### config.mk
export PLATFORM = sky130hd
export DESIGN_NAME = me_block_scheduler
export DESIGN_NICKNAME = d
export VERILOG_FILES = /design/src/rtl/me_block_scheduler.sv
export SDC_FILE = /design/constraint.sdc
export NUM_CORES = 1
export LEC_CHECK = 0
export BUFFER_PORTS_ARGS = -buffer_cell sky130_fd_sc_hd__buf_2
export CORE_ASPECT_RATIO = 2
export CORE_MARGIN = 1
export CORE_UTILIZATION = 48
export CTS_BUF_LIST = sky130_fd_sc_hd__clkbuf_16
export DETAILED_ROUTE_END_ITERATION = 16
export PLACE_DENSITY = 0.79
export SKIP_CTS_REPAIR_TIMING = 1
export SYNTH_ARGS = -nofsm -noshare
export SYNTH_HDL_FRONTEND = slang
export SYNTH_SLANG_ARGS = --single-unit
### constraint.sdc
create_clock -name clock -period 1.9 [get_ports clock]
set_input_delay 0.095 -clock clock [delete_from_list [all_inputs] [get_ports clock]]
set_output_delay 0.095 -clock clock [all_outputs]
set_load 0.01 [all_outputs]
### src/rtl/me_block_scheduler.sv
// Frame-level sequencer for the motion-estimator core. Walks the core through
// NUM_BLOCKS macroblock searches. Each result goes out on a valid/ready stream,
// and the block keeps a running frame-minimum distance.
module me_block_scheduler #(
   parameter int unsigned NUM_BLOCKS       = 16,
   parameter int unsigned IDX_W            = 4,
   parameter int unsigned START_LOW_CYCLES = 2,
   parameter int unsigned TIMEOUT_CYCLES   = 5000
) (
   input  logic              clock,
   input  logic              reset,
   input  logic              go,
   output logic              me_start,
   input  logic              me_completed,
   input  logic [7:0]        me_best_dist,
   input  logic [3:0]        me_motion_x,
   input  logic [3:0]        me_motion_y,
   output logic [IDX_W-1:0]  block_idx,
   output logic              res_valid,
   input  logic              res_ready,
   output logic [16+IDX_W:0] res_data,
   output logic              busy,
   output logic              done,
   output logic              timeout_err,
   output logic [7:0]        frame_min_dist,
   output logic [IDX_W-1:0]  frame_min_idx,
   output logic              frame_min_vld
);

   // One counter serves both the start-low gap and the run timeout.
   localparam int unsigned CNT_MAX = (TIMEOUT_CYCLES > START_LOW_CYCLES) ?
                                     TIMEOUT_CYCLES : START_LOW_CYCLES;
   localparam int unsigned CNT_W   = $clog2(CNT_MAX + 1);

   localparam logic [CNT_W-1:0] PRE_LAST = CNT_W'(START_LOW_CYCLES - 1);
   localparam logic [CNT_W-1:0] TO_LAST  = CNT_W'(TIMEOUT_CYCLES - 1);
   localparam logic [IDX_W-1:0] LAST_IDX = IDX_W'(NUM_BLOCKS - 1);

   typedef enum logic [2:0] {
      StIdle,
      StPre,
      StRun,
      StEmit,
      StDone
   } state_t;

   state_t           state;
   logic [CNT_W-1:0] cnt;
   logic             res_err;
   logic [7:0]       res_dist;

   // Fields of the held result, used for the frame-minimum update at handshake.
   assign res_err  = res_data[16+IDX_W];
   assign res_dist = res_data[15:8];

   // Sequencer FSM; every output is registered here.
   always_ff @(posedge clock) begin
      if (reset) begin
         state          <= StIdle;
         cnt            <= '0;
         me_start       <= 1'b0;
         block_idx      <= '0;
         res_valid      <= 1'b0;
         res_data       <= '0;
         busy           <= 1'b0;
         done           <= 1'b0;
         timeout_err    <= 1'b0;
         frame_min_dist <= 8'hFF;
         frame_min_idx  <= '0;
         frame_min_vld  <= 1'b0;
      end else begin
         done <= 1'b0;
         unique case (state)
            StIdle: begin
               if (go) begin
                  state          <= StPre;
                  cnt            <= '0;
                  block_idx      <= '0;
                  timeout_err    <= 1'b0;
                  frame_min_dist <= 8'hFF;
                  frame_min_idx  <= '0;
                  frame_min_vld  <= 1'b0;
                  busy           <= 1'b1;
               end
            end
            StPre: begin
               if (cnt == PRE_LAST) begin
                  state    <= StRun;
                  cnt      <= '0;
                  me_start <= 1'b1;
               end else begin
                  cnt <= cnt + 1'b1;
               end
            end
            StRun: begin
               // Completed in run cycle 0 is left over from the previous block.
               if (cnt != '0 && me_completed) begin
                  res_data  <= {1'b0, block_idx, me_best_dist, me_motion_x, me_motion_y};
                  res_valid <= 1'b1;
                  state     <= StEmit;
               end else if (cnt == TO_LAST) begin
                  res_data    <= {1'b1, block_idx, 8'hFF, 4'h0, 4'h0};
                  timeout_err <= 1'b1;
                  res_valid   <= 1'b1;
                  state       <= StEmit;
               end else begin
                  cnt <= cnt + 1'b1;
               end
            end
            StEmit: begin
               if (res_ready) begin
                  res_valid <= 1'b0;
                  me_start  <= 1'b0;
                  cnt       <= '0;
                  // Strict compare so a tie keeps the earlier block.
                  if (!res_err && (!frame_min_vld || res_dist < frame_min_dist)) begin
                     frame_min_dist <= res_dist;
                     frame_min_idx  <= block_idx;
                     frame_min_vld  <= 1'b1;
                  end
                  if (block_idx == LAST_IDX) begin
                     state <= StDone;
                     done  <= 1'b1;
                     busy  <= 1'b0;
                  end else begin
                     block_idx <= block_idx + 1'b1;
                     state     <= StPre;
                  end
               end
            end
            StDone: begin
               state <= StIdle;
            end
            default: begin
               state <= StIdle;
            end
         endcase
      end
   end

endmodule
==> parameters.txt <==
Parameter                              Value

Run status
  Run status    finished with violations
  Failing checks    setup timing

Yosys
  Cell taking the most area after synthesis    sky130_fd_sc_hd__dfxtp_1
  Count of distinct cell types in the synthesized netlist    47
  Total nets after synthesis    around 350
  Number of register bits inferred by synthesis    59
  Fraction of registers with async set/reset    0%
  Largest cells by area after synthesis    sky130_fd_sc_hd__dfxtp_1, sky130_fd_sc_hd__a21oi_1, sky130_fd_sc_hd__ha_1
  Mux cell area share after synthesis    under 10%
  Synth Instances    322
  Top cell type's share of synthesized area    42.1%
  Fraction of the yosys area taken by sequential cells    a little over two fifths
  Most instantiated cells after synthesis    sky130_fd_sc_hd__dfxtp_1, sky130_fd_sc_hd__nand2_1, sky130_fd_sc_hd__a21oi_1, sky130_fd_sc_hd__inv_1, sky130_fd_sc_hd__nand3_1
  Avg Cell Area, Syn    approximately 8.7 µm²
  Parity-gate share of the synthesized area counting xor and xnor cells    less than 1%
  Library cell with the highest instance count after synthesis    sky130_fd_sc_hd__dfxtp_1
  Main combinational cell family by area after synthesis    simple AND/OR/NAND/NOR gates
  Synth Area in Compound Gates    19.9%
  Synthesized cell area    2810 µm²
  Number of warnings reported in the yosys synthesis log    0
  EDFF count, synth    0
  Top_reg_cell synth    sky130_fd_sc_hd__dfxtp_1
  Area share of fa/ha/maj cells after synthesis    between 4 and 5%
  Area fraction in and, or, nand and nor cells after synthesis    ~24%

Die
  Number of placed I/O pins    between 60 and 70
  Vertical die dimension    110 µm
  Die extent in x    56.1 µm
  Area of the core region    5660 µm²
  Standard-cell rows    39
  Initial core utilization    roughly half
  Die area    a little over 6000 µm²

STA
  Post-layout worst setup margin    -0.0672 ns
  Final setup violation count    14
  Final clock period utilization by the worst path    104%
  RSZ-0062 raised after global routing    yes
  Worst-case clock skew    ~0.004 ns
  Post-layout min period    1.97 ns
  Final number of max-transition violations    0
  Relative slew slack    68.8%
  Final hold viol count    0
  Highest clock rate    508 MHz
  Transition time of the tightest slew-check pin    roughly 0.46 ns

Clock tree
  Root buf cell    sky130_fd_sc_hd__clkbuf_16
  Post-CTS clock slew at the launch and capture registers of the worst setup and hold paths    0.05 ns
  Clock network latency to the later pin of the worst-skew pair    about 0.33 ns
  Number of sinks handled by clock tree synthesis    between 50 and 60
  H-tree lvl count    3
  Maximum root-to-sink buffer count    2
  TritonCTS clock tree    done
  Number of buffers created by CTS    9

Power and ir drop
  Leakage    1.66 nW
  Proportion of total power due to net switching    23.1%
  Net load switching power    a little over 0.7 mW
  Proportion of power drawn by the clock network    51.1%
  Worst vdd ir    0.000911 V
  Total power density per cell area    794 nW/µm²
  Power share of the sequential group    41.5%
  Combinational power share    7.4%
  Power Internal    2.35 mW

Finish
  Inserted Diodes    0
  Storage cell area    1190 µm²
  Net count reported at finish    449
  Area growth from synthesis to final layout    36.9%
  Layout filler cell count    427
  Share of post-route cells with drive strength above 1    approximately 38%
  Footprint of the multi-input gates    roughly 1600 µm²
  Non-Filler Instances    483

Placed design
  Number of input and output port buffers inserted    63
  Number of placed instances, taps included    462
  HPWL after DPL    5.59 mm
  Placer Congestion    0.972
  Worst setup slack after placement    -0.0389 ns

Routing
  Routed wire length on met3    just over 400 µm
  DRC violation count after routing    0
  Post-route ant nets    0
  DR WL/cell    17.1 µm
  Routed wl met2    between 4 and 5 mm
  Routed met1 length    2.86 mm
  Detailed-route vias per instance    6.07
  Top Metal Used    met4
  DRC marker count from the first detailed-route iteration    ~130
  1st-pass router iterations    4
  Routed wire length    roughly 8.3 mm
  Vias    roughly 3000

Min path
  Type of the worst min-delay path    primary input to register
  Hold path start    me_motion_y[1]

GRT
  First-pass GRT wire length    11.8 mm
  Antenna violations before repair    0
  Via count of the first global-routing pass    2664
  All-Layer GR Usage    24.9%
  Maximum number of pins on one net before global-route repair    25
  Global route overflow    0

Critical path
  Critical path buffers and inverters    1
  Critical path peak fanout    12
  Crit path DAT    around 2.2 ns
  Worst Setup EP    cnt[6]$_SDFFE_PP0P_
  Worst setup SP type    register
  Critical Path, Cell by Cell    or4_4, nor4_4, buf_4, and2_4, o31ai_1, a21oi_2
  Critical Path Stages    6
  Worst path required time    2.15 ns
  Length in cells of the worst reg-to-reg path    6
  CP startpoint    cnt[4]$_SDFFE_PP0P_
  Delay of the slowest cell on the worst path    0.54 ns
  Critical Path End Type    register
  Flop2flop setup slack    -0.07 ns
  Cell with the biggest individual delay on the critical path    sky130_fd_sc_hd__or4_4
  Crit path kind    register to register
  Kind of cell adding the most delay to the critical path    simple AND/OR/NAND/NOR gates
  Startpoint of the lowest-slack register-to-register path    cnt[4]$_SDFFE_PP0P_
  Capture instance of the worst register-to-register path    cnt[6]$_SDFFE_PP0P_

Flow run
  Max Cap Violations    0
[per-layer routing]
layer,vias up,track usage [%]
met5,-,0
met2,112,48.0
met4,0,16.2
met3,27,6.07
met1,1413,22.5
li1,1382,-
[logic make-up after synthesis]
family	Yosys count
xor+xnor	3
simple gates	124
compound gates	83
flops	59
mux	6
fa+ha+maj	11
buf+inv	36
[worst min path at each step]
stage,slack (ns),cells past startpoint,to
6_report,0.007,3,res_data[1]$_SDFFE_PP0P_
5_1_grt,0.01,3,res_data[0]$_SDFFE_PP0P_
4_1_cts,0.006,3,res_data[1]$_SDFFE_PP0P_
3_5_place_dp,0.35,3,res_data[1]$_SDFFE_PP0P_
3_3_place_gp,0.34,3,res_data[0]$_SDFFE_PP0P_
2_1_floorplan,0.23,2,res_data[0]$_SDFFE_PP0P_
[power groups by stage]
stage	Clock, mW	Sequential, mW	Combinational (mW)
after floorplan	0	1.29	0.113
after global placement	0	1.29	0.200
after detailed placement	0	1.29	0.205
after CTS	1.56	1.27	0.207
after global routing	1.61	1.27	0.245
final	1.56	1.27	0.226
[layout make-up]
| class | count | share of cell area (%) |
|---|---|---|
| Multi-Input combinational cell | 231 | 42.3 |
| Clock buffer | 9 | 5.86 |
| Clock inverter | 7 | 1.56 |
| Tap cell | 61 | 1.99 |
| Sequential cell | 59 | 30.9 |
| Inverter | 20 | 1.95 |
| Timing Repair Buffer | 96 | 15.4 |
[state kept, by name, summed over array words and instances, names as in the netlist]
signal / flops
res_data: 21
cnt: 13
frame_min_dist: 8
block_idx: 4
frame_min_idx: 4
state: 3
busy: 1
done: 1
frame_min_vld: 1
me_start: 1
res_valid: 1
timeout_err: 1
[placed cells by master, fill, tap and decap left out, types with 5 or more instances in the layout]
cell	netlist	layout
sky130_fd_sc_hd__o22a_1	9	9
sky130_fd_sc_hd__o221a_2	8	8
sky130_fd_sc_hd__buf_4	0	30
sky130_fd_sc_hd__nor3_1	8	8
sky130_fd_sc_hd__a21oi_1	31	25
sky130_fd_sc_hd__clkbuf_16	0	9
sky130_fd_sc_hd__inv_1	20	20
sky130_fd_sc_hd__o31ai_1	6	6
sky130_fd_sc_hd__dfxtp_1	59	55
sky130_fd_sc_hd__nand3_1	20	18
sky130_fd_sc_hd__nand2_1	34	32
sky130_fd_sc_hd__nand2b_1	5	5
sky130_fd_sc_hd__nand4_1	6	6
sky130_fd_sc_hd__buf_2	2	63
sky130_fd_sc_hd__a21oi_2	0	6
sky130_fd_sc_hd__or4_4	0	5
sky130_fd_sc_hd__ha_1	11	11
sky130_fd_sc_hd__o21ai_0	11	7
sky130_fd_sc_hd__nor2_1	18	18
[stage by stage]
step	TNS (ns)	total power, mW	utilization [%]	instance area [µm²]	hold slack (ns)
floorplan	0	1.40	-	2810	0.231
global placement	-0.00526	1.49	59.5	3370	0.337
detailed placement	-0.222	1.50	59.5	3370	0.348
CTS	-1.28	3.04	64.5	3650	0.00621
global route	-1.68	3.13	67.9	3840	0.0115
finish	-0.435	3.05	67.9	3840	0.00736
[worst register-to-register path, delay by kind of cell, from the launching register on]
kind,cells,cell delay [ns]
AND/OR/NAND/NOR,3,1.11
flip-flops,1,0.31
AO/OA/AOI/OAI,2,0.27
buffers and inverters,1,0.20
(Power assumes the default switching activity.)
